$ cat src/rtl/cl_walk_sequencer.sv
// Cache-line walk sequencer: turns one block descriptor into a raster of tag-read beats.
// Optional macro CL_WALK_B2B_EN lets a new descriptor be accepted on the last-beat cycle.
module cl_walk_sequencer #(
  parameter int X_ADDR_WDTH   = 12,
  parameter int Y_ADDR_WDTH   = 12,
  parameter int C_L_H_SIZE    = 3,
  parameter int C_L_V_SIZE    = 3,
  parameter int LUMA_DIM_WDTH = 4,
  parameter int REF_ADDR_WDTH = 4
) (
  input  logic                              clk,
  input  logic                              reset,
  input  logic                              blk_valid,
  output logic                              blk_ready,
  input  logic [X_ADDR_WDTH-1:0]            start_x_in,
  input  logic [Y_ADDR_WDTH-1:0]            start_y_in,
  input  logic [LUMA_DIM_WDTH-1:0]          rf_blk_wdt_in,
  input  logic [LUMA_DIM_WDTH-1:0]          rf_blk_hgt_in,
  input  logic [REF_ADDR_WDTH-1:0]          ref_idx_in,
  input  logic                              tag_compare_stage_ready_d,
  output logic                              set_input_stage_valid,
  output logic [1:0]                        curr_x,
  output logic [1:0]                        curr_y,
  output logic [1:0]                        delta_x,
  output logic [1:0]                        delta_y,
  output logic [X_ADDR_WDTH-C_L_H_SIZE-1:0] curr_x_addr,
  output logic [Y_ADDR_WDTH-C_L_V_SIZE-1:0] curr_y_addr,
  output logic [REF_ADDR_WDTH-1:0]          ref_idx_out,
  output logic                              cur_xy_changed_luma,
  output logic                              last_block_valid_0d,
  output logic                              busy
);

  localparam int XL = X_ADDR_WDTH - C_L_H_SIZE;
  localparam int YL = Y_ADDR_WDTH - C_L_V_SIZE;

  typedef enum logic {IDLE = 1'b0, WALK = 1'b1} state_t;

  state_t          state;
  state_t          next_state;
  logic            rdy_q;
  logic            accept;
  logic            xfer;
  logic            last_beat;
  logic [XL-1:0]   cl_x0;

  logic [X_ADDR_WDTH:0] sum_x;
  logic [Y_ADDR_WDTH:0] sum_y;
  logic [X_ADDR_WDTH:0] pos_x;
  logic [Y_ADDR_WDTH:0] pos_y;

  function automatic logic [1:0] span_x(input logic [X_ADDR_WDTH:0] lo,
                                        input logic [X_ADDR_WDTH:0] hi);
    logic [X_ADDR_WDTH:0] d;
    d = (hi >> C_L_H_SIZE) - (lo >> C_L_H_SIZE);
    return d[1:0];
  endfunction

  function automatic logic [1:0] span_y(input logic [Y_ADDR_WDTH:0] lo,
                                        input logic [Y_ADDR_WDTH:0] hi);
    logic [Y_ADDR_WDTH:0] d;
    d = (hi >> C_L_V_SIZE) - (lo >> C_L_V_SIZE);
    return d[1:0];
  endfunction

  // One extra bit keeps start + size-1 from overflowing before the shift.
  assign pos_x = {1'b0, start_x_in};
  assign pos_y = {1'b0, start_y_in};
  assign sum_x = pos_x + (X_ADDR_WDTH+1)'(rf_blk_wdt_in);
  assign sum_y = pos_y + (Y_ADDR_WDTH+1)'(rf_blk_hgt_in);

  assign last_beat = (curr_x == delta_x) && (curr_y == delta_y);
  assign xfer      = (state == WALK) && tag_compare_stage_ready_d;
  assign accept    = blk_valid && blk_ready;

  always_ff @(posedge clk) begin
    if (reset) state <= IDLE;
    else       state <= next_state;
  end

  always_comb begin
    next_state = state;
    case (state)
      IDLE: if (accept) next_state = WALK;
      WALK: if (xfer && last_beat) next_state = accept ? WALK : IDLE;
      default: next_state = IDLE;
    endcase
  end

  always_comb begin
`ifdef CL_WALK_B2B_EN
    blk_ready = rdy_q || (xfer && last_beat);
`else
    blk_ready = rdy_q;
`endif
    set_input_stage_valid = (state == WALK);
    cur_xy_changed_luma   = (state == WALK);
    busy                  = (state == WALK);
    last_block_valid_0d   = (state == WALK) && last_beat;
  end

  // Idle-ready flag is held low through reset so blk_ready stays 0 until reset clears.
  always_ff @(posedge clk) begin
    if (reset) rdy_q <= 1'b0;
    else       rdy_q <= (next_state == IDLE);
  end

  always_ff @(posedge clk) begin
    if (reset) begin
      curr_x      <= '0;
      curr_y      <= '0;
      delta_x     <= '0;
      delta_y     <= '0;
      curr_x_addr <= '0;
      curr_y_addr <= '0;
      ref_idx_out <= '0;
    end else if (accept) begin
      cl_x0       <= XL'(pos_x >> C_L_H_SIZE);
      curr_x_addr <= XL'(pos_x >> C_L_H_SIZE);
      curr_y_addr <= YL'(pos_y >> C_L_V_SIZE);
      delta_x     <= span_x(pos_x, sum_x);
      delta_y     <= span_y(pos_y, sum_y);
      curr_x      <= '0;
      curr_y      <= '0;
      ref_idx_out <= ref_idx_in;
    end else if (xfer && !last_beat) begin
      // Address counters wrap freely at the picture edge.
      if (curr_x < delta_x) begin
        curr_x      <= curr_x + 2'd1;
        curr_x_addr <= curr_x_addr + XL'(1);
      end else begin
        curr_x      <= '0;
        curr_x_addr <= cl_x0;
        curr_y      <= curr_y + 2'd1;
        curr_y_addr <= curr_y_addr + YL'(1);
      end
    end
  end

endmodule

$ cat config.mk
export PLATFORM = sky130hd
export DESIGN_NAME = cl_walk_sequencer
export DESIGN_NICKNAME = d
export VERILOG_FILES = /design/src/rtl/cl_walk_sequencer.sv
export SDC_FILE = /design/constraint.sdc
export NUM_CORES = 1
export LEC_CHECK = 0
export CORE_MARGIN = 4
export CORE_UTILIZATION = 35
export DETAILED_ROUTE_END_ITERATION = 10
export GPL_TIMING_DRIVEN = 0
export PLACE_DENSITY = 0.65
export SLEW_MARGIN = 5
export SYNTH_ARGS = -nofsm -noshare
export SYNTH_HDL_FRONTEND = slang
export SYNTH_SLANG_ARGS = --single-unit
$ cat constraint.sdc
create_clock -name clk -period 4.9 [get_ports clk]
set_input_delay 0.98 -clock clk [delete_from_list [all_inputs] [get_ports clk]]
set_output_delay 0.98 -clock clk [all_outputs]
set_load 0.005 [all_outputs]
==> results.sh <==
export IMPL_htreeDepth=2
export IMPL_maxSlewViolCount=0
export IMPL_ys_seq_elements=41
export IMPL_hp_class="reg -> reg"
export IMPL_post_dp_hpwl_mm=4.39
export IMPL_initial_core_util=0.364
export IMPL_seq_area_frac_synth=0.417
export IMPL_cp_max_fo=10
export IMPL_dieHeight_um=87.0
export IMPL_gp_congestion=0.807
export IMPL_cts_tree="built"
export IMPL_fin_crit_ns=3.22
export IMPL_grt_overflow=0
export IMPL_hold_buffers=0
export IMPL_core_area_um2=5990
export IMPL_die_area_um2=7560
export IMPL_fin_skew_ns=0.0150
export IMPL_grt_antenna_before_repair=0
export IMPL_fin_total_pwr_mw=0.853
export IMPL_drive_gt1_frac=0.0679
export IMPL_first_pass_iters=4
export IMPL_syn_area_um2=2180
export IMPL_clock_latency_ns=0.30
export IMPL_hold_violations=0
export IMPL_area_growth_pct=43.1
export IMPL_avgSynthCellArea_um2=9.02
export IMPL_numPortBuffers=74
export IMPL_power_density_nw_per_um2=273
export IMPL_multiInputGateArea_um2=1190
export IMPL_fillers=578
export IMPL_antennaDiodeCount=0
export IMPL_worst_pin_slew_ns=0.849
export IMPL_totalWireLength_mm=5.99
export IMPL_worstSetupStartpointType="input pin"
export IMPL_clock_sinks=41
export IMPL_status="finished, final reports clean"
export IMPL_r2r_cells=5
export IMPL_r2r_start="blk_ready"
export IMPL_synth_cells=242
export IMPL_endpoint_kind="flip-flop"
export IMPL_ios=75
export IMPL_yosysUniqueCellTypes=42
export IMPL_nNetsFinal=375
export IMPL_worstPathArrival_ns=3.14
export IMPL_grt_max_degree=13
export IMPL_clock_root_buffer="clkbuf_8"
export IMPL_setup_viol=0
export IMPL_ir_drop_mv=0.152
export IMPL_ys_dominant_reg_cell="dfxtp_1"
export IMPL_fmax_mhz=311
export IMPL_wl_per_cell_um=15.0
export IMPL_post_cts_resized=0
export IMPL_numCtsBuffers=5
export IMPL_crit_end="cl_x0[3]"
export IMPL_clockBufferDepth=2
export IMPL_slew_headroom=0.432
export IMPL_rsz0062_at_grt="false"
export IMPL_synth_edf_count=9
export IMPL_synth_fa_ha_area_frac=0.0688
export IMPL_grt_usage=0.162
export IMPL_grt_first_pass_wirelength_mm=9.63
export IMPL_cap_violations=0
export IMPL_critPathKind="in -> reg"
export IMPL_vias_per_cell=5.14
export IMPL_synth_fp_nets=294
export IMPL_grt_pass1_vias=1976
export IMPL_row_count=28
export IMPL_post_route_drc_count=0
export IMPL_period_share=0.657
export IMPL_ant_nets=0
export IMPL_cts_setup_buffers=0
export IMPL_rr_endpoint="cl_x0[3]"
export IMPL_synth_compound_area_frac=0.191
export IMPL_startpoint="blk_valid"
export IMPL_synth_simple_area_share=0.198
export IMPL_leakagePower_nw=1.10
export IMPL_hp_start="ref_idx_out[2]"
export IMPL_setup_tns_ns=0
export IMPL_synthXorXnorAreaFrac=0.0877
export IMPL_ff2ff_setup_slack_ns=2.50
export IMPL_yosys_warnings=0
export IMPL_synthArstFlopShare=0
export IMPL_clk_pin_slew_worst_paths_ns=0.08
export IMPL_die_w_um=87.0
export IMPL_synth_top_family_by_area="simple AND/OR/NAND/NOR gates"
export IMPL_crit_required_ns=4.82
export IMPL_synthMuxAreaShare=0
export IMPL_num_vias=2051
export IMPL_area_sequential_um2=911
export IMPL_drtIter0Drc=151
[routing by layer]
layer	vias up	share of wire	track usage
met5	-	0	0
met4	0	0.014	0.0510
met3	10	0.072	0.0464
met2	56	0.48	0.273
met1	955	0.44	0.198
li1	1030	-	-
[synthesized netlist by cell type (2+ instances only)]
cell type / number / share of area
o21ai_0: 9 / 0.021
ha_1: 12 / 0.069
buf_1: 2 / 0.0034
a31o_2: 2 / 0.0080
edfxtp_1: 9 / 0.12
buf_2: 2 / 0.0046
or2_2: 2 / 0.0057
o211ai_1: 2 / 0.0069
xnor2_1: 15 / 0.060
nor4_1: 4 / 0.011
buf_4: 3 / 0.010
clkbuf_1: 8 / 0.014
nand4_1: 3 / 0.0086
nor2_2: 2 / 0.0057
o21a_1: 3 / 0.010
nor3b_1: 2 / 0.0069
a2bb2oi_1: 2 / 0.0080
and2_1: 3 / 0.0086
dfxtp_1: 32 / 0.29
and3_1: 3 / 0.0086
inv_1: 3 / 0.0052
nor3_1: 3 / 0.0069
xor2_1: 5 / 0.020
a211oi_1: 16 / 0.055
nand2_1: 22 / 0.038
a21oi_1: 22 / 0.050
nand3_1: 7 / 0.016
nor2_1: 30 / 0.052
[placed cells by master, fill, tap and decap left out, types with 4 or more instances in the layout]
cell / instances
xor2_1: 5
clkbuf_1: 9
nand3_1: 7
a211oi_1: 16
o21ai_0: 9
edfxtp_1: 9
clkdlybuf4s50_1: 74
xnor2_1: 15
dfxtp_1: 32
nand2_1: 22
ha_1: 12
a21oi_1: 22
nor4_1: 4
nor2_1: 30
clkbuf_8: 5
[flip-flops by register name, indices dropped and copies added (netlist names)]
name,flops
curr_y,2
curr_y_addr,9
ref_idx_out,4
busy,1
blk_ready,1
cl_x0,9
curr_x,2
delta_x,2
delta_y,2
curr_x_addr,9
[stage by stage]
stage	cells	hold slack [ns]	worst slack, ns	utilization	area (um2)
after floorplan	242	0.453	2.43	-	2180
after global placement	391	0.442	1.33	0.504	3020
after detailed placement	391	0.449	1.32	0.504	3020
after CTS	399	0.463	1.63	0.521	3120
after global routing	399	0.491	1.42	0.521	3120
final	399	0.459	1.68	0.521	3120
[report_power, final]
group	total [mW]	switching [mW]	internal (mW)
Combinational	0.192	0.0856	0.107
Sequential	0.388	0.0226	0.365
Clock	0.273	0.122	0.151
[critical path: stages]
cell,delay [ns]
clkdlybuf4s50_1,0.48
nand2_1,0.07
clkbuf_1,0.25
clkbuf_1,0.33
clkbuf_1,0.32
nor2_1,0.72
[how the worst min path moves through the flow]
stage                     end  slack, ns  cells past startpoint
2_1_floorplan  ref_idx_out[0]       0.45                      2
3_3_place_gp   ref_idx_out[2]       0.44                      2
3_5_place_dp   ref_idx_out[1]       0.45                      2
4_1_cts        ref_idx_out[1]       0.46                      2
5_1_grt        ref_idx_out[1]       0.49                      2
6_report       ref_idx_out[2]       0.46                      2
[logic make-up (layout without fill, tap and decap cells)]
group           Yosys count  count (layout)
flops                    41              41
compound gates           62              62
simple gates             88              88
xor+xnor                 21              21
fa+ha+maj                12              12
buf+inv                  18             100
[layout make-up]
cell class              instances  share of cell area
plain buffers                  15              0.0224
clock buffers                   6              0.0232
clock inverters                 2              0.0108
inverters                       3             0.00361
multi-input cells             183               0.381
flip-flops and latches         41               0.292
well taps                      75              0.0300
repair buffers                 74               0.237
No activity file was read; power rests on OpenSTA's default activity.
